**src/rtl/pulse_stretch_if.sv**
```systemverilog
// Event/pulse signal bundle for pulse_stretch: event strobes in, stretched level and queue status out.
interface pulse_stretch_if #(
    parameter int unsigned PEND_W = 3
);
    logic              tick_in;
    logic              clr_ovf;
    logic              level_out;
    logic              busy;
    logic [PEND_W-1:0] pend_cnt;
    logic              ovf;

    modport master (
        output tick_in,
        output clr_ovf,
        input  level_out,
        input  busy,
        input  pend_cnt,
        input  ovf
    );

    modport slave (
        input  tick_in,
        input  clr_ovf,
        output level_out,
        output busy,
        output pend_cnt,
        output ovf
    );
endinterface

```
**src/rtl/pulse_stretch.sv**
```systemverilog
// Stretches single-cycle ticks into ON_CYC-high / GAP_CYC-low pulses.
// Define PULSE_STRETCH_QUEUE_EN to queue ticks that arrive while busy (with saturation flag).
module pulse_stretch #(
    parameter int unsigned ON_CYC  = 4,
    parameter int unsigned GAP_CYC = 4,
    parameter int unsigned PEND_W  = 3
) (
    input  logic            clk,
    input  logic            reset,
    pulse_stretch_if.slave  bus
);
    localparam int unsigned Q_W = 20;
    localparam logic [Q_W-1:0] ON_LOAD  = Q_W'(ON_CYC - 1);
    localparam logic [Q_W-1:0] GAP_LOAD = Q_W'(GAP_CYC - 1);

    typedef enum logic [1:0] {
        IDLE = 2'd0,
        ON   = 2'd1,
        GAP  = 2'd2
    } state_e;

    state_e         state_q, state_d;
    logic [Q_W-1:0] q_q, q_d;
    logic           level_q, level_d;
    logic           busy_q, busy_d;
    logic           final_gap;
    logic           pend_nz;

`ifdef PULSE_STRETCH_QUEUE_EN
    localparam logic [PEND_W-1:0] PEND_MAX = '1;
    logic [PEND_W-1:0] pend_q, pend_d;
    logic              ovf_q, ovf_d;
    logic              ovf_set;

    assign pend_nz = (pend_q != '0);
`else
    logic unused_clr_ovf;

    assign pend_nz        = 1'b0;
    assign unused_clr_ovf = bus.clr_ovf;
`endif

    assign final_gap = (state_q == GAP) && (q_q == '0);

    // Phase sequencing and down-counter
    always_comb begin
        state_d = state_q;
        q_d     = q_q;
        unique case (state_q)
            IDLE: begin
                if (bus.tick_in) begin
                    state_d = ON;
                    q_d     = ON_LOAD;
                end
            end
            ON: begin
                if (q_q == '0) begin
                    state_d = GAP;
                    q_d     = GAP_LOAD;
                end else begin
                    q_d = q_q - Q_W'(1);
                end
            end
            GAP: begin
                if (q_q == '0) begin
                    if (pend_nz || bus.tick_in) begin
                        state_d = ON;
                        q_d     = ON_LOAD;
                    end else begin
                        state_d = IDLE;
                    end
                end else begin
                    q_d = q_q - Q_W'(1);
                end
            end
            default: begin
                state_d = IDLE;
                q_d     = '0;
            end
        endcase
        level_d = (state_d == ON);
        busy_d  = (state_d != IDLE);
    end

`ifdef PULSE_STRETCH_QUEUE_EN
    // A tick on the final gap cycle is consumed by the restart, so the queue only grows earlier.
    always_comb begin
        pend_d  = pend_q;
        ovf_set = 1'b0;
        if (final_gap) begin
            if (pend_nz && !bus.tick_in) begin
                pend_d = pend_q - PEND_W'(1);
            end
        end else if ((state_q != IDLE) && bus.tick_in) begin
            if (pend_q == PEND_MAX) begin
                ovf_set = 1'b1;
            end else begin
                pend_d = pend_q + PEND_W'(1);
            end
        end
        if (ovf_set) begin
            ovf_d = 1'b1;
        end else if (bus.clr_ovf) begin
            ovf_d = 1'b0;
        end else begin
            ovf_d = ovf_q;
        end
    end

    always_ff @(posedge clk or posedge reset) begin
        if (reset) begin
            pend_q <= '0;
            ovf_q  <= 1'b0;
        end else begin
            pend_q <= pend_d;
            ovf_q  <= ovf_d;
        end
    end

    assign bus.pend_cnt = pend_q;
    assign bus.ovf      = ovf_q;
`else
    assign bus.pend_cnt = '0;
    assign bus.ovf      = 1'b0;
`endif

    always_ff @(posedge clk or posedge reset) begin
        if (reset) begin
            state_q <= IDLE;
            q_q     <= '0;
            level_q <= 1'b0;
            busy_q  <= 1'b0;
        end else begin
            state_q <= state_d;
            q_q     <= q_d;
            level_q <= level_d;
            busy_q  <= busy_d;
        end
    end

    assign bus.level_out = level_q;
    assign bus.busy      = busy_q;
endmodule

```
**src/flat_wrapper.sv**
```systemverilog
// flat-port wrapper written by rule: the top's interface ports become plain ports
module pulse_stretch_flat 
#(
    parameter int unsigned ON_CYC  = 4,
    parameter int unsigned GAP_CYC = 4,
    parameter int unsigned PEND_W  = 3
)
  (clk, reset, bus_tick_in, bus_clr_ovf, bus_level_out, bus_busy, bus_pend_cnt, bus_ovf);
  pulse_stretch_if #(.PEND_W(PEND_W)) bus_i ();
  input  logic clk;
  input  logic reset;
  input wire logic [$bits(bus_i.tick_in)-1:0] bus_tick_in;
  input wire logic [$bits(bus_i.clr_ovf)-1:0] bus_clr_ovf;
  output wire logic [$bits(bus_i.level_out)-1:0] bus_level_out;
  output wire logic [$bits(bus_i.busy)-1:0] bus_busy;
  output wire logic [$bits(bus_i.pend_cnt)-1:0] bus_pend_cnt;
  output wire logic [$bits(bus_i.ovf)-1:0] bus_ovf;
  assign bus_i.tick_in = bus_tick_in;
  assign bus_i.clr_ovf = bus_clr_ovf;
  assign bus_level_out = bus_i.level_out;
  assign bus_busy = bus_i.busy;
  assign bus_pend_cnt = bus_i.pend_cnt;
  assign bus_ovf = bus_i.ovf;
  pulse_stretch #(.ON_CYC(ON_CYC), .GAP_CYC(GAP_CYC), .PEND_W(PEND_W)) u_core (.clk(clk), .reset(reset), .bus(bus_i));
endmodule
```
**config.mk**
```make
export PLATFORM = sky130hd
export DESIGN_NAME = pulse_stretch_flat
export DESIGN_NICKNAME = d
export VERILOG_FILES = /design/src/rtl/pulse_stretch_if.sv /design/src/rtl/pulse_stretch.sv /design/src/flat_wrapper.sv
export SDC_FILE = /design/constraint.sdc
export NUM_CORES = 1
export LEC_CHECK = 0
export BUFFER_PORTS_ARGS = -buffer_cell sky130_fd_sc_hd__buf_2
export CORE_UTILIZATION = 55
export DETAILED_ROUTE_END_ITERATION = 16
export GPL_TIMING_DRIVEN = 0
export PLACE_DENSITY = 0.78
export SYNTH_ARGS = -nofsm -noshare
export SYNTH_HDL_FRONTEND = slang
export SYNTH_SLANG_ARGS = --single-unit
```
**constraint.sdc**
```tcl
create_clock -name clk -period 2.5 [get_ports clk]
set_input_delay 0.25 -clock clk [delete_from_list [all_inputs] [get_ports clk]]
set_output_delay 0.25 -clock clk [all_outputs]
set_load 0.02 [all_outputs]
```
==> results of run 1 <==
-- layout make-up --
cell class,count,area share
buffer,10,0.0535
clock buffer,4,0.0235
inverter,3,0.00729
multi-input combinational,113,0.489
sequential,24,0.389
tap,30,0.0243
timing repair buffer,4,0.0130
-- layer usage --
metal / vias to the layer above / GRT usage / part of all wire
met1: 561 / 0.297 / 0.46
met3: 2 / 0.0374 / 0.031
met2: 20 / 0.418 / 0.51
met4: 0 / 0.0658 / 0.0069
met5: - / 0 / 0
li1: 559 / - / -
-- state kept, by name (all words and copies together), names as in the netlist --
| name | flops |
|---|---|
| u_core.q_q | 20 |
| u_core.state_q | 2 |
| u_core.bus.busy | 1 |
| u_core.bus.level_out | 1 |
-- worst max-delay path, delay by kind of cell, from the launching register on --
kind	cells	cell delay, ns
buffers and inverters	1	0.08
AO/OA/AOI/OAI	1	0.17
flip-flops	1	0.46
AND/OR/NAND/NOR	3	1.14
adder cells (fa/ha/maj)	1	0.21
XOR/XNOR	1	0.15
-- final timing paths --
check	to	startpoint	cells after the start	slack [ns]
min reg2reg	u_core.q_q[10]	u_core.q_q[10]	1	0.57
max in group asynchronous	u_core.q_q[8]	reset	2	1.84
min in group clk	u_core.q_q[16]	bus_tick_in	4	0.26
max	u_core.q_q[12]	u_core.q_q[0]	7	0.20
max reg2reg	u_core.q_q[12]	u_core.q_q[0]	7	0.20
min	u_core.bus.busy	reset	2	0.11
-- logic make-up after synthesis --
group           count (synthesis)  synth area share
fa+ha+maj                       1           0.00869
mux                             1           0.00696
simple gates                   60             0.264
other cells                     1           0.00261
xor+xnor                        3            0.0183
flops                          24             0.417
buf+inv                        13            0.0652
compound gates                 44             0.217
-- cell usage after synthesis, types with 2 or more instances --
cell      count
a21o_2        4
a21oi_1      10
a31oi_1       2
and2_2        2
buf_4         5
buf_6         2
dfrtp_1      24
inv_1         3
nand2_1      10
nand2b_1      2
nand3_1      10
nor2_1        5
nor2b_1       2
nor3_1        4
nor4_1        4
o211a_1       3
o211ai_1      2
o21a_1        2
o21ai_0       9
o31ai_1       2
or2_2         2
or3_1         5
xnor2_1       2
-- layout by cell type, fill, tap and decap left out, types with 3 or more instances in the layout --
cell,count
conb_1,4
nor3_1,4
nor2_1,5
o21ai_0,9
dfrtp_1,24
or3_1,5
buf_2,5
inv_1,3
clkbuf_4,3
nand3_1,10
o211a_1,3
a21o_2,4
nor4_1,4
nand2_1,10
buf_4,5
a21oi_1,10
-- power by group through the flow --
stage	Sequential (W)	Clock [W]	Combinational (W)
6_report	0.000733	0.000203	0.000588
5_1_grt	0.000757	0.000230	0.000649
4_1_cts	0.000729	0.000212	0.000587
3_3_place_gp	0.000723	0	0.000555
2_1_floorplan	0.000695	0	0.000488
3_5_place_dp	0.000738	0	0.000582
-- through the flow --
stage               total power, W  setup slack (ns)  cells
floorplan                  0.00118             0.488    150
global route               0.00164            0.0741    188
CTS                        0.00153             0.209    188
finish                     0.00152             0.196    188
detailed placement         0.00132             0.226    184
global placement           0.00128             0.295    184
==> flow_metrics.env, run 1 <==
export IMPL_cts_sink_count=24
export IMPL_max_slew_margin=0.398
export IMPL_fmax_mhz=434
export IMPL_gp_congestion=0.768
export IMPL_worstPathCellList="inv_1 -> ha_1 -> nor3b_2 -> nand2_1 -> or4_1 -> xnor2_1 -> a22o_1"
export IMPL_yosysSeqAreaShare=0.417
export IMPL_slowest_delay_ns=0.54
export IMPL_n_antenna_cell=0
export IMPL_netlist_instances=147
export IMPL_async_flop_share=1.00
export IMPL_die_area_um2=2820
export IMPL_clk_latency_ns=0.30
export IMPL_fin_setup_tns_ns=0
export IMPL_internal_power_w=0.000906
export IMPL_grt_max_degree=25
export IMPL_fp_row_count=18
export IMPL_crit_path_max_fanout=6
export IMPL_ff_latch_area_um2=601
export IMPL_ys_ff_latch=24
export IMPL_start_util=0.581
export IMPL_crit_slowest_cell="or4_1"
export IMPL_p_clk_frac=0.133
export IMPL_setup_viol_count_final=0
export IMPL_final_antenna_net_count=0
export IMPL_drt_iter0_markers=26
export IMPL_cts_buffers=3
export IMPL_cap_violations=0
export IMPL_dr_pass1_iters=4
export IMPL_drcViolationCount=0
export IMPL_die_width_um=53.2
export IMPL_vias=1142
export IMPL_yosys_most_used_dff="dfrtp_1"
export IMPL_cts_tree="yes"
export IMPL_p_comb_frac=0.386
export IMPL_drive_gt1_frac=0.215
export IMPL_hold_path_class="in2async"
export IMPL_cts_setup_buffers=0
export IMPL_antenna_found_initial=0
export IMPL_critPathArrivalTime_ns=2.52
export IMPL_yosys_warnings=0
export IMPL_grt_overflow_total=0
export IMPL_cp_start_kind="register"
export IMPL_powerDensity_nw_per_um2=987
export IMPL_end_kind="register"
export IMPL_timing_final_hold_violations=0
export IMPL_dieHeight_um=53.2
export IMPL_synth_cell_types=54
export IMPL_via_per_inst=6.07
export IMPL_status="finished clean"
export IMPL_fin_crit_sh=0.921
export IMPL_power_leakage_nw=0.665
export IMPL_grt_use_total=0.237
export IMPL_netlist_area_um2=1440
export IMPL_skew_ns=0.00200
export IMPL_crit_type="reg2reg"
export IMPL_syn_to_final_growth_pct=7.30
export IMPL_clock_path_buffers=2
export IMPL_fin_crit_ns=2.30
export IMPL_io_buffers=4
export IMPL_ir_drop_mv=0.665
export IMPL_multi_input_area_um2=756
export IMPL_wl_per_cell_um=15.3
export IMPL_final_cell_area_um2=1540
export IMPL_nFillCells=215
export IMPL_grt_pass1_vias=1073
export IMPL_cts_resized=0
export IMPL_yosys_area_top_type="dfrtp_1"
export IMPL_core_area_um2=2480
export IMPL_worst_hold_slack_ns=0.108
export IMPL_postRouteWirelength_um=2880
export IMPL_clk_pin_slew_worst_paths_ns=0.13
export IMPL_dp_hpwl_um=2020
export IMPL_final_util=0.623
export IMPL_final_net_count=164
export IMPL_grt_setup_unrepaired="false"
export IMPL_placed_cell_area_um2=1510
export IMPL_final_max_slew_viol_count=0
export IMPL_synth_edff_count=0
export IMPL_synth_area_top_cells="dfrtp_1, a21oi_1, nand3_1"
export IMPL_root_buffer="clkbuf_4"
export IMPL_ios=10
export IMPL_power_switching_w=0.000618
export IMPL_htreeDepth=1
export IMPL_swShare=0.405
export IMPL_pwr_share_seq=0.481
export IMPL_synth_top_area_frac=0.417
export IMPL_avgSynthCellArea_um2=9.79
export IMPL_cp_data_required_time_ns=2.71
export IMPL_tightest_slew_ns=0.902
export IMPL_holdBufCountCts=0
export IMPL_grt_pass1_wl_um=4770
Power figures use the tool's default switching activity.
==> inputs of run 2 (changes only) <==
CELL_PAD_IN_SITES_DETAIL_PLACEMENT = 0   (was unset)
CELL_PAD_IN_SITES_GLOBAL_PLACEMENT = 1   (was unset)
CORE_UTILIZATION = 46   (was 55)
PLACE_DENSITY = 0.82   (was 0.78)
==> run 2 against run 1 <==
  * The flow now finishes with violations (DRC)
  * Count of clock-buffer cells in the layout unchanged
  * Worst setup slack better by 0.085 ns
  * Clock power about the same
  * First-iteration DRC count up 65%
  * Global-route usage down 4.3 points
  * Register-to-register slack better by 0.08 ns
  * Critical path depth unchanged
  * Combinational power down 2%
  * Core utilization down 7.9 points
  * Worst hold slack worse by 0.0017 ns
  * Cell count up 0.53%
  * Largest power group unchanged
  * Highest routed layer unchanged
==> flow_metrics.env, run 2 (synthesis results as in run 1) <==
export IMPL_fin_crit_sh=0.888
export IMPL_gp_congestion=0.749
export IMPL_cts_sink_count=24
export IMPL_drt_iter0_markers=43
export IMPL_failed_checks="DRC"
export IMPL_cts_tree="yes"
export IMPL_drcViolationCount=2
export IMPL_start_util=0.504
export IMPL_setup_viol_count_final=0
export IMPL_cap_violations=0
export IMPL_end_kind="register"
export IMPL_io_buffers=4
export IMPL_max_slew_margin=0.394
export IMPL_status="complete, but fails checks"
export IMPL_ir_drop_mv=0.474
export IMPL_final_util=0.544
export IMPL_n_antenna_cell=0
export IMPL_crit_type="reg2reg"
export IMPL_clock_path_buffers=2
export IMPL_powerDensity_nw_per_um2=979
export IMPL_dp_cells=185
export IMPL_largest_register_ffs=20
export IMPL_fin_crit_ns=2.22
export IMPL_grt_overflow_total=0
export IMPL_critPathArrivalTime_ns=2.44
export IMPL_cts_buffers=3
export IMPL_regMostFlops="u_core.q_q"
export IMPL_drive_gt1_frac=0.215
export IMPL_hold_path_class="in2async"
export IMPL_grt_use_total=0.194
export IMPL_grt_pass1_vias=1076
export IMPL_final_common_cell="dfrtp_1"
export IMPL_grt_pass1_wl_um=5020
export IMPL_die_area_um2=3360
export IMPL_worst_hold_slack_ns=0.107
export IMPL_root_buffer="clkbuf_4"
export IMPL_syn_to_final_growth_pct=7.83
export IMPL_mostFrequentLayoutCells="dfrtp_1, a21oi_1, nand2_1, nand3_1, o21ai_0"
export IMPL_htreeDepth=1
export IMPL_fmax_mhz=451
export IMPL_power_leakage_nw=0.667
export IMPL_cts_setup_buffers=0
export IMPL_placed_cell_area_um2=1510
export IMPL_skew_ns=0.00436
export IMPL_clk_pin_slew_worst_paths_ns=0.13
export IMPL_grt_setup_unrepaired="false"
export IMPL_tightest_slew_ns=0.908
export IMPL_dr_pass1_iters=10
export IMPL_final_net_count=164
export IMPL_vias=1109
export IMPL_finalNonFillerCells=189
export IMPL_core_area_um2=2850
export IMPL_final_max_slew_viol_count=0
export IMPL_top_regs="u_core.q_q (20), u_core.state_q (2)"
export IMPL_crit_path_max_fanout=6
export IMPL_cp_data_required_time_ns=2.72
export IMPL_final_cell_area_um2=1550
export IMPL_postRouteWirelength_um=2890
export IMPL_timing_final_hold_violations=0
export IMPL_fp_row_count=19
export IMPL_wl_per_cell_um=15.3
export IMPL_dp_hpwl_um=2050
export IMPL_ios=10
export IMPL_cp_start_kind="register"
export IMPL_die_width_um=57.9
export IMPL_via_per_inst=5.87
export IMPL_grt_max_degree=25
export IMPL_fin_setup_tns_ns=0
export IMPL_dieHeight_um=57.9
export IMPL_antenna_found_initial=0
export IMPL_final_antenna_net_count=0
export IMPL_clk_latency_ns=0.31
run 2: path summary, 6_finish.rpt:
check,start,cells after the start,endpoint,slack [ns]
max in group asynchronous,reset,2,u_core.q_q[1],1.84
worst max register to register,u_core.q_q[0],7,u_core.q_q[12],0.28
min in group clk,bus_tick_in,4,u_core.q_q[16],0.26
worst max-delay path,u_core.q_q[0],7,u_core.q_q[12],0.28
worst min-delay path,reset,2,u_core.state_q[0],0.11
worst min register to register,u_core.q_q[18],2,u_core.q_q[18],0.55
run 2: power by group:
group	switching, W	internal (W)	leakage (nW)
sequential	0.000204	0.000530	0.293
combinational	0.000286	0.000293	0.353
clock	0.000117	0.0000890	0.0210
total	0.000607	0.000912	0.667
run 2: through the flow:
| step | power, W | worst slack, ns |
|---|---|---|
| floorplan | 0.00118 | 0.488 |
| finish | 0.00152 | 0.281 |
| global route | 0.00165 | 0.0942 |
| detailed placement | 0.00131 | 0.224 |
| CTS | 0.00152 | 0.186 |
| global placement | 0.00128 | 0.267 |
run 2: cell type report:
| cell class | instances | area [um^2] |
|---|---|---|
| Fill cell | 279 | 1300 |
| Multi-Input combinational cell | 113 | 762 |
| Sequential cell | 24 | 601 |
| Buffer | 10 | 82.6 |
| Tap cell | 31 | 38.8 |
| Clock buffer | 4 | 36.3 |
| Timing Repair Buffer | 4 | 20.0 |
| Inverter | 3 | 11.3 |
run 2: worst max-delay path, stage by stage, from the launching register on:
cell	delay, ns
dfrtp_1	0.46
inv_1	0.08
ha_1	0.22
nor3b_4	0.32
nand2_1	0.20
or4_1	0.53
xnor2_1	0.14
a22o_1	0.17
run 2: what timing repair did:
action / CTS / global route
hold buffers: 0 / 0
endpoints found under the setup margin: 0 / 1
resized for setup: 0 / 1
hold endpoints to repair: 0 / 0
run 2: layer usage:
| layer | wire, um | global-route usage | vias to the layer above |
|---|---|---|---|
| met5 | 0 | 0 | - |
| met4 | 29 | 0.0510 | 0 |
| met3 | 70 | 0.0201 | 4 |
| met2 | 1330 | 0.317 | 17 |
| met1 | 1450 | 0.276 | 531 |
| li1 | - | - | 557 |
